<file path="src/rtl/uart_pkg.sv">
// Shared 8N1 framing constants and receiver state type for the UART receive path.
package uart_pkg;

  localparam int unsigned DataBits = 8;
  localparam int unsigned StopBits = 1;

  typedef enum logic [1:0] {
    StIdle,
    StStart,
    StData,
    StStop
  } rx_state_e;

endpackage

</file>
<file path="src/rtl/uart_baud_cnt.sv">
// Bit-period counter with mid-bit (half) and end-of-bit (full) terminal-count flags.
module uart_baud_cnt #(
  parameter int unsigned ClksPerBit = 868
) (
  input  logic clk_i,
  input  logic rst_ni,
  input  logic clr_i,
  output logic half_o,
  output logic full_o
);

  localparam int unsigned CntW = $clog2(ClksPerBit);

  logic [CntW-1:0] cnt_q, cnt_d;

  always_comb begin
    cnt_d = clr_i ? '0 : cnt_q + CntW'(1);
  end

  always_ff @(posedge clk_i or negedge rst_ni) begin
    if (!rst_ni) begin
      cnt_q <= '0;
    end else begin
      cnt_q <= cnt_d;
    end
  end

  assign half_o = (cnt_q == CntW'(ClksPerBit / 2 - 1));
  assign full_o = (cnt_q == CntW'(ClksPerBit - 1));

endmodule

</file>
<file path="src/rtl/uart_rx.sv">
// 8N1 UART receiver with mid-bit sampling, a single-entry valid/ready output register,
// framing-error and overrun pulses.
module uart_rx
  import uart_pkg::*;
#(
  parameter int unsigned CLKS_PER_BIT = 868
) (
  input  logic       clk_i,
  input  logic       rst_ni,
  input  logic       en_i,
  input  logic       rx_i,
  input  logic       ready_i,
  output logic [7:0] data_o,
  output logic       valid_o,
  output logic       frame_err_o,
  output logic       overrun_o
);

  logic      rx_meta_q, rx_s, rx_q;
  rx_state_e state_q, state_d;
  logic [2:0] idx_q, idx_d;
  logic [7:0] shift_q, shift_d;
  logic [7:0] data_q, data_d;
  logic       valid_q, valid_d;
  logic       ferr_q, ferr_d;
  logic       ovr_q, ovr_d;
  logic       cnt_clr, half, full, deliver;

  uart_baud_cnt #(
    .ClksPerBit(CLKS_PER_BIT)
  ) u_baud_cnt (
    .clk_i (clk_i),
    .rst_ni(rst_ni),
    .clr_i (cnt_clr),
    .half_o(half),
    .full_o(full)
  );

  always_comb begin
    state_d = state_q;
    idx_d   = idx_q;
    shift_d = shift_q;
    cnt_clr = 1'b0;
    deliver = 1'b0;
    ferr_d  = 1'b0;
    ovr_d   = 1'b0;
    data_d  = data_q;
    valid_d = valid_q;

    unique case (state_q)
      StIdle: begin
        cnt_clr = 1'b1;
        idx_d   = '0;
        // Only a high-to-low transition starts a frame; a line already low is ignored.
        if (en_i && rx_q && !rx_s) begin
          state_d = StStart;
        end
      end
      StStart: begin
        if (half) begin
          cnt_clr = 1'b1;
          idx_d   = '0;
          state_d = rx_s ? StIdle : StData;
        end
      end
      StData: begin
        if (full) begin
          cnt_clr         = 1'b1;
          shift_d[idx_q]  = rx_s;
          idx_d           = idx_q + 3'd1;
          if (idx_q == 3'(DataBits - 1)) begin
            state_d = StStop;
          end
        end
      end
      StStop: begin
        if (full) begin
          cnt_clr = 1'b1;
          state_d = StIdle;
          if (rx_s) begin
            deliver = 1'b1;
          end else begin
            ferr_d = 1'b1;
          end
        end
      end
      default: state_d = StIdle;
    endcase

    if (!en_i) begin
      state_d = StIdle;
      cnt_clr = 1'b1;
      deliver = 1'b0;
      ferr_d  = 1'b0;
    end

    // A held byte is only replaced if the consumer takes it in the same cycle.
    if (deliver) begin
      if (!valid_q || ready_i) begin
        data_d  = shift_q;
        valid_d = 1'b1;
      end else begin
        ovr_d = 1'b1;
      end
    end else if (valid_q && ready_i) begin
      valid_d = 1'b0;
    end
  end

  always_ff @(posedge clk_i or negedge rst_ni) begin
    if (!rst_ni) begin
      rx_meta_q <= 1'b1;
      rx_s      <= 1'b1;
      rx_q      <= 1'b1;
      state_q   <= StIdle;
      idx_q     <= '0;
      shift_q   <= '0;
      data_q    <= '0;
      valid_q   <= 1'b0;
      ferr_q    <= 1'b0;
      ovr_q     <= 1'b0;
    end else begin
      rx_meta_q <= rx_i;
      rx_s      <= rx_meta_q;
      rx_q      <= rx_s;
      state_q   <= state_d;
      idx_q     <= idx_d;
      shift_q   <= shift_d;
      data_q    <= data_d;
      valid_q   <= valid_d;
      ferr_q    <= ferr_d;
      ovr_q     <= ovr_d;
    end
  end

  assign data_o      = data_q;
  assign valid_o     = valid_q;
  assign frame_err_o = ferr_q;
  assign overrun_o   = ovr_q;

endmodule

</file>
<file path="config.mk">
export PLATFORM = sky130hd
export DESIGN_NAME = uart_rx
export DESIGN_NICKNAME = d
export VERILOG_FILES = /design/src/rtl/uart_pkg.sv /design/src/rtl/uart_baud_cnt.sv /design/src/rtl/uart_rx.sv
export SDC_FILE = /design/constraint.sdc
export NUM_CORES = 1
export LEC_CHECK = 0
export ABC_AREA = 0
export CAP_MARGIN = 30
export CORE_UTILIZATION = 60
export CTS_CLUSTER_SIZE = 20
export DETAILED_ROUTE_END_ITERATION = 6
export MAX_ROUTING_LAYER = met4
export PLACE_DENSITY = 0.94
export SLEW_MARGIN = 25
export SYNTH_ARGS = -nofsm -noshare
export SYNTH_HDL_FRONTEND = slang
export SYNTH_HIERARCHICAL = 1
export SYNTH_SLANG_ARGS = --single-unit
</file>
<file path="constraint.sdc">
create_clock -name clk_i -period 5.1 [get_ports clk_i]
set_input_delay 0.51 -clock clk_i [delete_from_list [all_inputs] [get_ports clk_i]]
set_output_delay 0.51 -clock clk_i [all_outputs]
set_load 0.005 [all_outputs]
</file>
Word level (Yosys, flattened, before mapping). Index checks and enable logic that the tools add are counted.

$add $sub $neg: 2. Magnitude comparators: 2. Eq/ne operators: 14. Multiplexer cells: 32. Reductions and logical operators: 16.

Operators by type and width (count): $mux 1 (17); $ne 3x3->1 const B (5); $mux 2 (7); $add 10x1->10 const B (1); $eq 10x10->1 const B (1); $eq 10x9->1 const B (1); $mux 10 (1); $pmux 3 s3 (1); $bwmux 8 (1); $pmux 2 s4 (1); $mux 3 (2); $reduce_and 2->1 (3); $reduce_and 5->1 (1); $eq 2x2->1 const B (2); $logic_and 1x1->1 (4); $lt 3x4->1 const B (1); $ne 2x2->1 const B (2); $add 3x1->3 const B (1); $demux 1 s3 (1); $eq 3x3->1 const B (1); $ge 3x1->1 const B (1); $pmux 1 s3 (1); $reduce_and 3->1 (1); $reduce_bool 3->1 (1); other kinds (7) (8).

Register bits: 37. Input port bits: 5. Output and inout bits: 11. Word-level logic and storage cells: 77.

Logic depth before layout (Yosys ltp).
Depth after elaboration: 6. Gate-level depth with buffers: 8.

By module. The synthesis kept the hierarchy.

By module, submodules not included: uart_rx (times used 1, cells an instance 87, area an instance 1156.1 µm²); uart_baud_cnt (times used 1, cells an instance 52, area an instance 516.7 µm²).

Worst setup path after synthesis. Ideal clock, no wire load.

Kind: flip-flop to flip-flop. Start point: register u_baud_cnt.cnt_q[2]. End point: register shift_q[3]. Data arrival time: 2.251 ns. Required time: 4.975 ns. Slack: 2.725 ns. Cell stages (with the launch flop): 6. Buffers on the path: 0. Cell sequence: dfrtp_1 -> or4bb_2 -> nor3_1 -> nand4b_1 -> nor3b_1 -> mux2_2.

Longest elaborated chain between the ends: 2.

Ends and longest elaborated chain: start: declaration (line uart_baud_cnt.sv:14) `logic [CntW-1:0] cnt_q, cnt_d;`; start signal: assignment (line uart_baud_cnt.sv:24) `cnt_q <= cnt_d;`; $eq 10x10->1 (line uart_baud_cnt.sv:29) `assign full_o = (cnt_q == CntW'(ClksPerBit - 1));`; net full (line uart_rx.sv:27) `logic cnt_clr, half, full, deliver;`; $reduce_and 2->1 (no line); end signal: assignment (line uart_rx.sv:128) `shift_q <= shift_d;`; end: declaration (line uart_rx.sv:22) `logic [7:0] shift_q, shift_d;`.

The timed path passes the listed nets, and every way through them passes these cells. A chain may end at the register's enable or synchronous reset.

Worst setup path after layout.
Start point: register u_baud_cnt.cnt_q[2]. End point: register shift_q[5].

Same word-level chain as after synthesis.

==> impl_metrics.csv <==
group,metric,value,unit
status,outcome,"completed",
synthesis,synth_edf_count,0,
critical_path,timing_worst_setup_path_type,"register to register",
grt,antenna_found_initial,0,
sta,rsz0062_at_grt,"false",
drt,ant_nets,0,
power_and_ir_drop,ir_drop,0.197,mV
grt,grt.overflow.total,0,
critical_path,crit_chain,"or4bb_2, nor3_1, nand4b_1, nor3b_1, mux2_2",
finish,layout.nets,166,
synthesis,synth_top_flop_cell,"dfrtp_1",
grt,first_global_vias,1041,
sta,fin_crit_sh,52.2,%
synthesis,syn_avg_cell_area,12.0,µm²
drt,wire_per_inst,14.9,µm
drt,finalWirelength,2.80,mm
die,rows,18,
die,die_h,54.8,µm
cts,ctsHoldBuffers,0,
die,start_util,65.7,%
synthesis,netlist_instances,139,
sta,setup_tns,0,ns
drt,dr.first_iter.drc_count,19,
die,boundaryPins,16,
sta,worst_pin_slew,0.667,ns
synthesis,synth_cell_types,37,
cts,clockRootBuffer,"clkbuf_4",
cts,cts_sinks,37,
finish,drive_gt1_share,21.5,%
sta,slew_headroom,55.2,%
cts,numCtsBuffers,5,
sta,setup_violations,0,
synthesis,synthesis.area,1670,µm²
die,core_area,2540,µm²
critical_path,arrival,2.88,ns
sta,finalMaxSlewViolations,0,
min_path,worst_hold_path_type,"register to register",
power_and_ir_drop,p_total,0.454,mW
critical_path,cp-end-kind,"register",
synthesis,synthArstFlopShare,100,%
cts,htreeDepth,2,
critical_path,required,5.32,ns
cts,clk_pin_slew_worst_paths,0.10,ns
finish,synthToLayoutAreaGrowth,13.2,%
grt,grt_max_degree,38,
finish,multi_input_area,707,µm²
synthesis,synth_fp_nets,148,
synthesis,synth.ff_latch_count,37,
critical_path,path_max_fanout,6,
drt,via_per_inst,5.92,
synthesis,yosys_warnings,6,
cts,cts_buffer_depth,2,
cts,cts_resized,0,
grt,grt_pass1_wl,4.60,mm
min_path,hold_depth,0,
power_and_ir_drop,cellPowerDensity,240,nW/µm²
cts,cts_tree,"built",
grt,grt_usage,23.1,%
finish,final_cells,188,
cts,cts_setup_buffers,0,
placed_design,routabilityCongestion,0.823,
cts,insertion_delay,0.33,ns
placed_design,dp_hpwl,2.00,mm
placed_design,portBuffers,15,
drt,drt_first_pass_iters,5,
finish,fillCellCount,157,
sta,hold_viol,0,
drt,drc,0,
synthesis,yosysMostFrequentCell,"dfrtp_1",
synthesis,synth_top_area_cell,"dfrtp_1",
critical_path,startpoint_type,"register",
finish,antenna-diode-count,0,
die,chipWidth,54.8,µm
sta,period_needed,2.66,ns
die,dieArea,3000,µm²
synthesis,synth.area.top_cells,"dfrtp_1, mux2_2, dfstp_2, ha_1, nor2_1",
sta,finClkSkew,0.0108,ns
critical_path,r2r_cells,5,
placed_design,place_inst,180,
job,max-cap-violations,0,
synthesis,yosysSeqAreaShare,55.6,%
finish,fin_util,74.4,%
power_and_ir_drop,p_leak,0.850,nW
drt,vias,1113,
sta,timing.fmax,376,MHz
finish,layout.area.seq,930,µm²
synthesis,synthTopCellsByCount,"dfrtp_1, mux2_2, nor2_1, nand2_1, nand3_1",
synthesis,yosys.area.top_type_share,50.9,%
critical_path,critPathSlowestCell,"or4bb_2",
critical_path,critPathMaxStageDelay,0.67,ns
kinds of logic after synthesis:
| logic type | after synthesis | synth area share [%] |
|---|---|---|
| buffers and inverters | 8 | 2.17 |
| muxes | 16 | 10.8 |
| DFF | 37 | 55.6 |
| xor gates and xnor gates | 3 | 1.57 |
| AOI/OAI and AO/OA | 18 | 6.58 |
| adders and majority gates | 4 | 2.99 |
| and+or+nand+nor | 53 | 20.3 |
where the power goes:
| group | leakage, nW | internal, mW | switching, mW |
|---|---|---|---|
| clock | 0.0293 | 0.0537 | 0.0859 |
| combinational | 0.315 | 0.00574 | 0.00867 |
| sequential | 0.506 | 0.296 | 0.00366 |
| total | 0.850 | 0.356 | 0.0982 |
path summary, 6_finish.rpt:
| path | startpoint | slack (ns) | end |
|---|---|---|---|
| worst max register to register | u_baud_cnt/cnt_q[2] | 2.44 | shift_q[5] |
| worst max-delay path | u_baud_cnt/cnt_q[2] | 2.44 | shift_q[5] |
| max in group asynchronous | rst_ni | 4.16 | rx_meta_q |
| min in group asynchronous | rst_ni | 0.58 | valid_o |
| worst min-delay path | rx_meta_q | 0.36 | rx_s |
| worst min register to register | rx_meta_q | 0.36 | rx_s |
stage by stage:
stage / setup slack [ns] / area [µm²] / hold slack (ns)
after floorplan: 2.72 / 1670 / 0.214
after global placement: 2.44 / 1840 / 0.347
after detailed placement: 2.22 / 1840 / 0.348
after CTS: 2.22 / 1890 / 0.366
after global routing: 2.25 / 1890 / 0.375
final: 2.44 / 1890 / 0.363
flip-flops by register name, indices dropped and copies added, names as in the netlist:
name              flops
data_o                8
frame_err_o           1
idx_q                 3
overrun_o             1
rx_meta_q             1
rx_q                  1
rx_s                  1
shift_q               8
state_q               2
u_baud_cnt/cnt_q     10
valid_o               1
critical path: cells and delay by family (launching register included):
kind          cells  cell delay [ns]
flops             1             0.47
mux               1             0.36
simple gates      4             1.74
cell usage in the layout, fill, tap and decap left out, types with 2 or more instances in the layout:
cell and n:
a21oi_1 6, a22o_1 2, and2_1 2, clkbuf_1 2, clkbuf_4 5, clkdlybuf4s50_1 15, dfrtp_1 34, dfstp_2 3
ha_1 4, inv_1 3, mux2_2 16, nand2_1 7, nand3_1 7, nand3b_1 2, nand4b_1 2, nor2_1 10
nor2b_1 4, nor3_1 3, nor3b_1 3, o21ai_0 5, or3_2 3, xor2_1 2
area by class of cell:
class / instances / area share, %
Sequential cell: 37 / 49.1
Multi-Input combinational cell: 94 / 37.3
Timing Repair Buffer: 16 / 8.33
Clock buffer: 7 / 2.38
Tap cell: 30 / 1.98
Inverter: 3 / 0.595
Clock inverter: 1 / 0.264
metal layers:
| metal | vias to the layer above | GRT usage, % | wire length [µm] | share of wire, % |
|---|---|---|---|---|
| met5 | - | - | 0 | 0 |
| met3 | 3 | 7.78 | 145 | 5.2 |
| li1 | 535 | - | - | - |
| met1 | 547 | 28.3 | 1290 | 46 |
| met2 | 28 | 34.3 | 1340 | 48 |
| met4 | 0 | 10.3 | 17 | 0.61 |
(Power assumes the default switching activity.)
